`src/rtl/sm_display_value_encoder.sv`:
```
// ---------------------------------------------------------------------------
// sm_display_value_encoder
//
// Converts a 12-bit value into three active-low seven-segment glyphs for the
// 3-digit multiplexed display driver. Renders as 3 hex nibbles, or as decimal
// through a sequential shift-add-3 (double-dabble) BCD conversion. Decimal
// values above 999 render as three dashes. Digit outputs are registered and
// change only when a finished result is written, so the downstream mux can
// sample them at any time.
//
// Ports:
//   clkin    in   1   system clock, rising edge
//   reset    in   1   synchronous active-high reset
//   value    in  12   value to display, sampled when load is accepted
//   dec_mode in   1   0 = hex render, 1 = decimal render
//   dp       in   3   decimal-point enables, dp[2] -> digit1, dp[0] -> digit3
//   load     in   1   request strobe, accepted only while busy = 0
//   busy     out  1   conversion in progress
//   done     out  1   one-cycle pulse when new digits first appear
//   digit1   out  8   leftmost digit segments {dp,g,f,e,d,c,b,a}, active-low
//   digit2   out  8   middle digit segments
//   digit3   out  8   rightmost digit segments
// ---------------------------------------------------------------------------
module sm_display_value_encoder #(
    parameter bit LZ_BLANK = 1'b1
) (
    input  logic        clkin,
    input  logic        reset,
    input  logic [11:0] value,
    input  logic        dec_mode,
    input  logic [2:0]  dp,
    input  logic        load,
    output logic        busy,
    output logic        done,
    output logic [7:0]  digit1,
    output logic [7:0]  digit2,
    output logic [7:0]  digit3
);

    localparam logic [7:0] GlyphDash  = 8'hBF;
    localparam logic [7:0] GlyphBlank = 8'hFF;

    typedef enum logic [1:0] {
        StIdle,
        StShift,
        StEnc
    } state_e;

    state_e      r_state;
    logic [11:0] r_shift;   // latched value; shifted out MSB-first in decimal mode
    logic [11:0] r_bcd;     // {hundreds, tens, ones}
    logic [3:0]  r_cnt;
    logic        r_dec;
    logic        r_ovf;
    logic [2:0]  r_dp;
    logic        r_busy;
    logic        r_done;
    logic [7:0]  r_d1;
    logic [7:0]  r_d2;
    logic [7:0]  r_d3;

    logic [11:0] w_bcd_adj;
    logic [11:0] w_bcd_next;
    logic [7:0]  w_g1;
    logic [7:0]  w_g2;
    logic [7:0]  w_g3;

    function automatic logic [7:0] seg7(input logic [3:0] n);
        logic [7:0] g;
        case (n)
            4'h0: g = 8'hC0;
            4'h1: g = 8'hF9;
            4'h2: g = 8'hA4;
            4'h3: g = 8'hB0;
            4'h4: g = 8'h99;
            4'h5: g = 8'h92;
            4'h6: g = 8'h82;
            4'h7: g = 8'hF8;
            4'h8: g = 8'h80;
            4'h9: g = 8'h90;
            4'hA: g = 8'h88;
            4'hB: g = 8'h83;
            4'hC: g = 8'hC6;
            4'hD: g = 8'hA1;
            4'hE: g = 8'h86;
            default: g = 8'h8E;
        endcase
        return g;
    endfunction

    // Add 3 to every nibble >= 5 before the shift so it carries correctly.
    always_comb begin
        w_bcd_adj = r_bcd;
        for (int i = 0; i < 3; i++) begin
            if (r_bcd[4*i +: 4] >= 4'd5) begin
                w_bcd_adj[4*i +: 4] = r_bcd[4*i +: 4] + 4'd3;
            end
        end
        w_bcd_next = {w_bcd_adj[10:0], r_shift[11]};
    end

    // Glyph selection for the ENC write; dp bit clears bit7 on any glyph.
    always_comb begin
        w_g1 = GlyphBlank;
        w_g2 = GlyphBlank;
        w_g3 = GlyphBlank;
        if (r_ovf) begin
            w_g1 = GlyphDash;
            w_g2 = GlyphDash;
            w_g3 = GlyphDash;
        end else if (r_dec) begin
            w_g1 = seg7(r_bcd[11:8]);
            w_g2 = seg7(r_bcd[7:4]);
            w_g3 = seg7(r_bcd[3:0]);
            if (LZ_BLANK && (r_bcd[11:8] == 4'd0)) begin
                w_g1 = GlyphBlank;
                if (r_bcd[7:4] == 4'd0) begin
                    w_g2 = GlyphBlank;
                end
            end
        end else begin
            w_g1 = seg7(r_shift[11:8]);
            w_g2 = seg7(r_shift[7:4]);
            w_g3 = seg7(r_shift[3:0]);
        end
        w_g1 = w_g1 & ~{r_dp[2], 7'b0};
        w_g2 = w_g2 & ~{r_dp[1], 7'b0};
        w_g3 = w_g3 & ~{r_dp[0], 7'b0};
    end

    always_ff @(posedge clkin) begin
        if (reset) begin
            r_state <= StIdle;
            r_shift <= '0;
            r_bcd   <= '0;
            r_cnt   <= '0;
            r_dec   <= 1'b0;
            r_ovf   <= 1'b0;
            r_dp    <= '0;
            r_busy  <= 1'b0;
            r_done  <= 1'b0;
            r_d1    <= GlyphBlank;
            r_d2    <= GlyphBlank;
            r_d3    <= GlyphBlank;
        end else begin
            r_done <= 1'b0;
            unique case (r_state)
                StIdle: begin
                    if (load) begin
                        r_shift <= value;
                        r_dec   <= dec_mode;
                        r_dp    <= dp;
                        r_bcd   <= '0;
                        r_cnt   <= '0;
                        r_busy  <= 1'b1;
                        if (dec_mode && (value > 12'd999)) begin
                            r_ovf   <= 1'b1;
                            r_state <= StEnc;
                        end else begin
                            r_ovf   <= 1'b0;
                            r_state <= dec_mode ? StShift : StEnc;
                        end
                    end
                end
                StShift: begin
                    r_bcd   <= w_bcd_next;
                    r_shift <= {r_shift[10:0], 1'b0};
                    r_cnt   <= r_cnt + 4'd1;
                    if (r_cnt == 4'd11) begin
                        r_state <= StEnc;
                    end
                end
                StEnc: begin
                    r_d1    <= w_g1;
                    r_d2    <= w_g2;
                    r_d3    <= w_g3;
                    r_done  <= 1'b1;
                    r_busy  <= 1'b0;
                    r_state <= StIdle;
                end
                default: begin
                    r_state <= StIdle;
                end
            endcase
        end
    end

    assign busy   = r_busy;
    assign done   = r_done;
    assign digit1 = r_d1;
    assign digit2 = r_d2;
    assign digit3 = r_d3;

endmodule
```
`config.mk`:
```
export PLATFORM = sky130hd
export DESIGN_NAME = sm_display_value_encoder
export DESIGN_NICKNAME = d
export VERILOG_FILES = /design/src/rtl/sm_display_value_encoder.sv
export SDC_FILE = /design/constraint.sdc
export NUM_CORES = 1
export LEC_CHECK = 0
export ABC_CLOCK_PERIOD_IN_PS = 4200
export BUFFER_PORTS_ARGS = -buffer_cell sky130_fd_sc_hd__buf_4
export CAP_MARGIN = 20
export CORE_AREA = 4 4 84 145
export CTS_CLUSTER_DIAMETER = 50
export DETAILED_ROUTE_END_ITERATION = 12
export DIE_AREA = 0 0 88 149
export PLACE_DENSITY = 0.67
export SLEW_MARGIN = 20
export SYNTH_ARGS = -nofsm -noshare
export SYNTH_HDL_FRONTEND = slang
export SYNTH_SLANG_ARGS = --single-unit
```
`constraint.sdc`:
```
create_clock -name clkin -period 4.2 [get_ports clkin]
set_clock_uncertainty 0.15 [all_clocks]
set_input_delay 0.42 -clock clkin [delete_from_list [all_inputs] [get_ports clkin]]
set_output_delay 0.42 -clock clkin [all_outputs]
set_load 0.02 [all_outputs]
```
### After elaboration in Yosys (flattened, before gate mapping)

Memory sizes are Yosys's and may differ from the RTL's. A register that Yosys moved wholly into a read port is not among the register bits.
Index checks and enable logic that the tools add are counted.
Widths: inputs -> output; s select.

* register bits after elaboration: 61
* latch bits: 0
* RAM bits: 0
* ROM bits: 672
* output and inout bits: 26
* logic and storage cells: 86
* memories kept: 6

* add/sub/neg operators: 4
* multiply operators: 0
* div/mod/pow operators: 0
* $lt $le $gt $ge: 4
* eq/ne operators: 5
* shift-type cells: 0
* multiplexer cells: 39
* bitwise gates (word level): 6
* reduce and logical (&&, ||, !) cells: 10

Memory list
* (no name shown): depth 16, bits a word 7, rd ports 1, clocked after memory_dff 1, write ports 0, line 70 `case (n)`
* (no name shown): depth 16, bits a word 7, rd ports 1, clocked after memory_dff 1, write ports 0, line 70
* (no name shown): depth 16, bits a word 7, rd ports 1, clocked after memory_dff 1, write ports 0, line 70
* (no name shown): depth 16, bits a word 7, rd ports 1, clocked after memory_dff 1, write ports 0, line 70
* (no name shown): depth 16, bits a word 7, rd ports 1, clocked after memory_dff 1, write ports 0, line 70
* (no name shown): depth 16, bits a word 7, rd ports 1, clocked after memory_dff 1, write ports 0, line 70

Operators with widths (number)
* $mux 8: 9
* $mux 4: 15
* $pmux 12 s2: 2
* $and 8x8->8: 3
* $mux 12: 2
* $not 8->8: 3
* $ge 4x3->1 const B: 3
* $gt 12x10->1 const B: 1
* $add 4x2->4 const B: 2
* $logic_not 4->1: 2
* $mux 2: 4
* $pmux 4 s2: 1
* $reduce_and 2->1: 4
* $add 4x1->4 const B: 1
* $eq 4x4->1 const B: 1
* $ne 2x2->1 const B: 2
* $pmux 2 s2: 1
* $reduce_bool 2->1: 2
* $add 3x2->3 const B: 1
* $mux 1: 3
* $mux 3: 1
* $eq 2x1->1 const B: 1
* $eq 2x2->1 const B: 1
* $logic_not 2->1: 1
* 2 further kinds: 2

### Longest topological paths before layout

Gate-level depths: netlist of the first run.

* word-level depth: 6
* depth in mapped cells: 12
* mapped depth without buffers: 11

### Worst setup path after synthesis of the first run

OpenSTA, ideal clock, no wires.

* kind: register -> register
* start point: register r_state[1]
* end point: register (tool-made name)
* library setup time: 0.134 ns
* arrival time: 2.284 ns
* data required time: 3.916 ns
* setup slack: 1.632 ns
* stages on the path, launching flop included: 8
* path buffers: 1
* cell sequence: dfxtp_1 -> nand2b_1 -> buf_2 -> o41ai_1 -> nor2b_1 -> inv_1 -> ha_1 -> mux4_2

RTL lines
* start, declared: line 49 `state_e r_state;`
* start signal, assigned: line 133 `r_state <= StIdle;`
* start signal, assigned: line 158 `r_state <= StEnc;`
* start signal, assigned: line 161 `r_state <= dec_mode ? StShift : StEnc;`

==> results by group, run 1 <==
Die
  • Starting density of the core: 0.488
  • Io pins: 45
  • Die Span X: 88 um
  • Height of the die: 149 um
  • Core area: 11000 um^2
  • Placement Rows: 51
  • Die ar.: 13100 um^2

Pwr
  • Leak: 2.52 nW
  • VDD IR max: 0.283 mV
  • PD cells: 370 nW/um^2

Global route
  • Initial antenna violation count: 0
  • Largest net degree at the start of global routing: 45
  • Vias in the first global route: 4335
  • First-pass GRT wire length: 21000 um
  • All-Layer GR Usage: 0.204
  • Global route overflow: 0

Drt
  • Via count: 4289
  • ANT nets after route: 0
  • Via density: 5.74
  • Avg WL per Cell: 17.0 um
  • First-pass detailed-route iteration total: 4
  • DRC viols: 0
  • DRT iter0 DRCs: 231
  • Drt total wl: 12700 um

Synthesis
  • Mapped Avg Cell Area: 9.25 um^2
  • Commonest cells post-synth: dfxtp_1, nor2_1, ha_1
  • Leading area contributor after synthesis: dfxtp_1
  • Synthesized flop and latch total: 103
  • Dominant cells by area after synthesis: dfxtp_1, ha_1, mux2i_1, o22ai_1, nand2b_1
  • Mapped Cells: 582
  • Seq/Total Area, Yosys: 0.383
  • EDFF count, synth: 0
  • Post-Syn Area: 5390 um^2
  • Net Count, Synth: 644
  • Top_reg_cell synth: dfxtp_1
  • Ys async rst share: 0
  • Post-synthesis cell type count: 70
  • Yosys Warn Count: 0
  • Top cell type's share of synthesized area: 0.383
  • Cell with the most instances after synthesis: dfxtp_1

Clocking
  • Hold Buf Count CTS: 0
  • Clock buffer count from CTS: 9
  • Clk_lat worst skew: 350 ps
  • CTS max path bufs: 2
  • H-tree depth: 3
  • PostCTS Resize Cnt: 0
  • Clock Sink Count: 103
  • Worst-path clk slew: 70 ps
  • Number of setup buffers added after CTS: 0
  • Clock root buffer: clkbuf_16
  • TritonCTS clock tree: done

Worst setup path
  • Worst path most repeated cell: nor2b_1
  • Worst path max stage delay: 720 ps
  • Critical Path Start Type: flop
  • CP Class: flop to flop
  • CP Data Required Time: 4270 ps
  • Crit-path cells: nor2b_1 > nand2_1 > o31ai_1 > nor2b_1 > inv_1 > ha_1 > mux4_2
  • Crit end category: flop
  • CP max-delay cell: nor2b_1
  • Arrival time worst endpoint: 3440 ps
  • CP Max Fanout: 17

Place
  • Cell Area, Placed: 5760 um^2
  • IO Port Bufs: 44
  • RePlAce Congestion: 0.874
  • HPWL after DPL: 9480 um
  • DP Worst Slack: 814 ps

STA
  • Setup repair after global routing missed its margin: false
  • Max Clk Rate: 0.297 GHz
  • Final worst path period need: 3370 ps
  • Actual slew at the worst max-slew pin: 967 ps
  • Final Setup Violations: 0
  • Max Slew Vio Count: 0
  • Tcrit/Tclk final: 0.802
  • Slew HR: 0.355
  • Endpoints failing hold: 0
  • Final worst slack: 833 ps
  • Setup TNS: 0 ps

Finish
  • Fill count: 999
  • Layout cells sized above 1: 0.167
  • Area Growth Syn to Fin: 12.5%
  • Design Area, Final: 6060 um^2
  • Nets@finish: 672
  • N_diodes: 0

Job
  • Max-cap violations: 0

Worst hold path
  • Worst Hold Class: primary input to flop

Run status
  • Result of the run: completed
[per-layer routing]
metal / up-vias / wire length (um) / global-route usage
met4: 0 / 484 / 0.113
li1: 2125 / - / -
met1: 2055 / 4860 / 0.216
met3: 28 / 431 / 0.0337
met2: 81 / 6930 / 0.371
met5: - / 0 / 0
[power breakdown]
group	internal (mW)	leakage [nW]	switching (mW)
clock	0.469	0.144	0.380
sequential	1.03	0.842	0.0289
combinational	0.141	1.53	0.189
total	1.64	2.52	0.598
[worst paths after layout]
check	start	cells past startpoint	slack [ps]	endpoint
setup / recovery	r_state[0]	7	830	flop
hold / removal	dp[2]	3	170	r_dp[2]
setup reg to reg	r_state[0]	7	830	flop
hold reg to reg	digit2[7]	1	320	digit2[7]
[cells by family (layout without fill, tap and decap cells)]
logic type               Yosys count  in the layout  synth area share
XOR/XNOR                           6              6           0.00976
AND/OR/NAND/NOR                  163            163             0.158
multiplexers                      35             35            0.0783
buffers and inverters             71            104            0.0585
AO/OA/AOI/OAI                    161            161             0.213
adder cells (fa/ha/maj)           43             43            0.0999
flip-flops                       103            103             0.383
[layout make-up]
class / instances / area [um^2] / area share
clock inverter: 7 / 78.8 / 0.0130
tap: 132 / 165 / 0.0273
clock buffer: 9 / 225 / 0.0372
sequential: 103 / 2060 / 0.340
timing repair buffer: 51 / 383 / 0.0632
multi-input combinational: 408 / 3010 / 0.496
inverter: 37 / 139 / 0.0229
[critical path: cells and delay by family, from the launching register on]
kind,cells,cell delay (ps)
compound gates,1,380
fa+ha+maj,1,320
buf+inv,1,150
flops,1,640
mux,1,450
simple gates,3,1140
[cells in the final DEF, fill, tap and decap left out, types with 5 or more instances in the layout]
cell type,count
o22ai_1,32
o22a_1,7
mux2_2,7
a21oi_1,30
o21ai_0,25
nor2_1,50
buf_4,51
nand2_1,25
dfxtp_1,103
inv_1,31
inv_2,5
clkbuf_16,9
nand3_1,7
nand2b_1,31
mux4_2,5
xnor2_1,6
nor2b_1,18
mux2i_1,23
a22oi_1,11
ha_1,43
[through the flow]
| step | utilization | cells | hold WS [ps] | power (mW) |
|---|---|---|---|---|
| 6_report | 0.549 | 747 | 165 | 2.24 |
| 5_1_grt | 0.549 | 747 | 166 | 2.35 |
| 4_1_cts | 0.549 | 747 | 151 | 2.26 |
| 3_5_place_dp | 0.521 | 731 | 307 | 1.41 |
| 3_3_place_gp | 0.521 | 731 | 296 | 1.40 |
| 2_1_floorplan | - | 582 | 294 | 1.31 |
No activity file was read; power rests on OpenSTA's default activity.
==> inputs of run 2 (changes only) <==
--- a/config.mk
+++ b/config.mk
@@ -5,7 +5,7 @@
 export SDC_FILE = /design/constraint.sdc
 export NUM_CORES = 1
 export LEC_CHECK = 0
-export ABC_CLOCK_PERIOD_IN_PS = 4200
+export ABC_CLOCK_PERIOD_IN_PS = 3260
 export BUFFER_PORTS_ARGS = -buffer_cell sky130_fd_sc_hd__buf_4
 export CAP_MARGIN = 20
 export CORE_AREA = 4 4 84 145
==> constraint.sdc (replaced) <==
create_clock -name clkin -period 3.26 [get_ports clkin]
set_clock_uncertainty 0.15 [all_clocks]
set_input_delay 0.326 -clock clkin [delete_from_list [all_inputs] [get_ports clkin]]
set_output_delay 0.326 -clock clkin [all_outputs]
set_load 0.02 [all_outputs]
==> run 2 against run 1 <==
  * Total power rose by 31%
  * Sequential cell count unchanged
  * Utilization rose by 0.82 points
  * Count of clock-buffer cells in the layout up 1
  * Hold slack lost 100 ps
  * Largest cell class unchanged
==> results by group, run 2 (synthesis gave the netlist of run 1 again) <==
Run status
  • Result of the run: completed (unchanged)

Global route
  • Vias in the first global route: 4462 (was 4335)
  • Largest net degree at the start of global routing: 42 (was 45)
  • All-Layer GR Usage: 0.207 (was 0.204)
  • Initial antenna violation count: 0 (unchanged)
  • First-pass GRT wire length: 21300 um (was 21000 um)
  • Global route overflow: 0 (unchanged)

Drt
  • Via count: 4357 (was 4289)
  • Drt total wl: 12700 um (about the same)
  • DRT iter0 DRCs: 189 (was 231)
  • Avg WL per Cell: 16.8 um (was 17.0 um)
  • First-pass detailed-route iteration total: 4 (unchanged)
  • Via density: 5.76 (was 5.74)
  • DRC viols: 0 (unchanged)
  • ANT nets after route: 0 (unchanged)

Pwr
  • PD cells: 476 nW/um^2 (was 370 nW/um^2)
  • Flop pwr share: 0.468 (was 0.474)
  • Power Internal: 2.15 mW (was 1.64 mW)
  • Net Sw Frac: 0.264 (was 0.267)
  • VDD IR max: 0.361 mV (was 0.283 mV)
  • Comb pwr share: 0.149 (was 0.147)
  • Clock power frac: 0.384 (was 0.379)
  • Psw: 773 uW (was 598 uW)
  • Tot Pwr: 2.92 mW (was 2.24 mW)
  • Leak: 2.58 nW (was 2.52 nW)

Place
  • Placed insts: 740 (was 731)
  • IO Port Bufs: 44 (unchanged)
  • RePlAce Congestion: 0.855 (was 0.874)
  • HPWL after DPL: 9490 um (was 9480 um)
  • Cell Area, Placed: 5840 um^2 (was 5760 um^2)

Clocking
  • TritonCTS clock tree: done (unchanged)
  • Clock buffer count from CTS: 9 (unchanged)
  • PostCTS Resize Cnt: 0 (unchanged)
  • Number of setup buffers added after CTS: 0 (unchanged)
  • Clock root buffer: clkbuf_16 (unchanged)
  • Clk_lat worst skew: 350 ps (about the same)
  • Clock Sink Count: 103 (unchanged)
  • CTS max path bufs: 2 (unchanged)
  • H-tree depth: 3 (unchanged)
  • Hold Buf Count CTS: 0 (unchanged)
  • Worst-path clk slew: 70 ps (about the same)

Worst hold path
  • Worst Hold Class: primary input to flop (unchanged)
  • WHS Path Cells: 3 (unchanged)
  • Min-delay src: dp[2] (unchanged)

Finish
  • N_diodes: 0 (unchanged)
  • Nets@finish: 681 (was 672)
  • Design Area, Final: 6150 um^2 (was 6060 um^2)
  • Commonest non-fill, non-tap cell in the layout: dfxtp_1 (unchanged)
  • Most frequent cells in the layout: dfxtp_1, buf_4, nor2_1 (unchanged)
  • Layout cells sized above 1: 0.179 (was 0.167)
  • Area Growth Syn to Fin: 14.2% (was 12.5%)
  • Post-Layout Cell Count: 756 (was 747)
  • Post-layout util: 0.557 (was 0.549)

Worst setup path
  • Crit end category: flop (unchanged)
  • CP Data Required Time: 3330 ps (was 4270 ps)
  • CP Class: flop to flop (unchanged)
  • Critical Path Source: r_state[0] (unchanged)
  • Register-to-Register Path Depth: 8 (was 7)
  • Arrival time worst endpoint: 2980 ps (was 3440 ps)
  • Critical Path Start Type: flop (unchanged)
  • CP Max Fanout: 11 (was 17)
  • Reg-to-reg critical path startpoint: r_state[0] (unchanged)

Die
  • Placement Rows: 51 (unchanged)
  • Die ar.: 13100 um^2 (unchanged)
  • Starting density of the core: 0.488 (unchanged)
  • Height of the die: 149 um (unchanged)
  • Die Span X: 88 um (unchanged)
  • Core area: 11000 um^2 (unchanged)
  • Io pins: 45 (unchanged)

STA
  • Max Slew Vio Count: 0 (unchanged)
  • Max Clk Rate: 0.343 GHz (was 0.297 GHz)
  • Final Setup Violations: 0 (unchanged)
  • Slew HR: 0.433 (was 0.355)
  • Tcrit/Tclk final: 0.893 (was 0.802)
  • Actual slew at the worst max-slew pin: 851 ps (was 967 ps)
  • Final worst path period need: 2910 ps (was 3370 ps)
  • Setup repair after global routing missed its margin: false (unchanged)
  • Setup TNS: 0 ps (unchanged)
  • Endpoints failing hold: 0 (unchanged)

Job
  • Max-cap violations: 0 (unchanged)
[run 2: cell count changes in the layout (fill, tap and decap cells not counted)]
| cell | before | now |
|---|---|---|
| buf_12 | 0 | 1 |
| buf_4 | 51 | 59 |
| clkbuf_8 | 0 | 1 |
| clkinv_2 | 1 | 0 |
| clkinvlp_4 | 2 | 1 |
| inv_6 | 2 | 3 |
[run 2: layout make-up]
| class | count | area, um^2 |
|---|---|---|
| Timing Repair Buffer | 60 | 463 |
| Clock buffer | 10 | 239 |
| Multi-Input combinational cell | 408 | 3010 |
| Sequential cell | 103 | 2060 |
| Inverter | 37 | 139 |
| Fill cell | 985 | 4890 |
| Clock inverter | 6 | 75.1 |
| Tap cell | 132 | 165 |
[run 2: final timing paths]
path,to,slack (ps)
min,r_dp[2],60
max reg2reg,flop,350
max,flop,350
min reg2reg,digit2[6],320
[run 2: metrics by stage]
stage | hold WS, ps | setup WS, ps
final | 64.8 | 348
after global routing | 70.2 | 155
after CTS | 58.4 | 353
after detailed placement | 308 | 324
after global placement | 298 | 432
after floorplan | 294 | 692
[run 2: worst max-delay path: stages, from the launching register on]
cell and delay, ps:
dfxtp_1 390, o21bai_2 530, buf_12 210, nand2_1 50
o21ai_0 130, nor2b_1 400, inv_1 150, ha_1 290
mux4_2 480
[run 2: layer usage]
metal,global-route usage,part of all wire,up-vias
met1,0.225,0.38,2081
met3,0.0365,0.036,32
li1,-,-,2148
met2,0.373,0.54,96
met5,0,0,-
met4,0.104,0.040,0
[run 2: power groups by stage]
stage / sequential, mW / combinational, mW / clock [mW]
6_report: 1.37 / 0.436 / 1.12
5_1_grt: 1.38 / 0.480 / 1.20
4_1_cts: 1.37 / 0.438 / 1.14
3_5_place_dp: 1.40 / 0.434 / 0
3_3_place_gp: 1.40 / 0.425 / 0
2_1_floorplan: 1.42 / 0.272 / 0
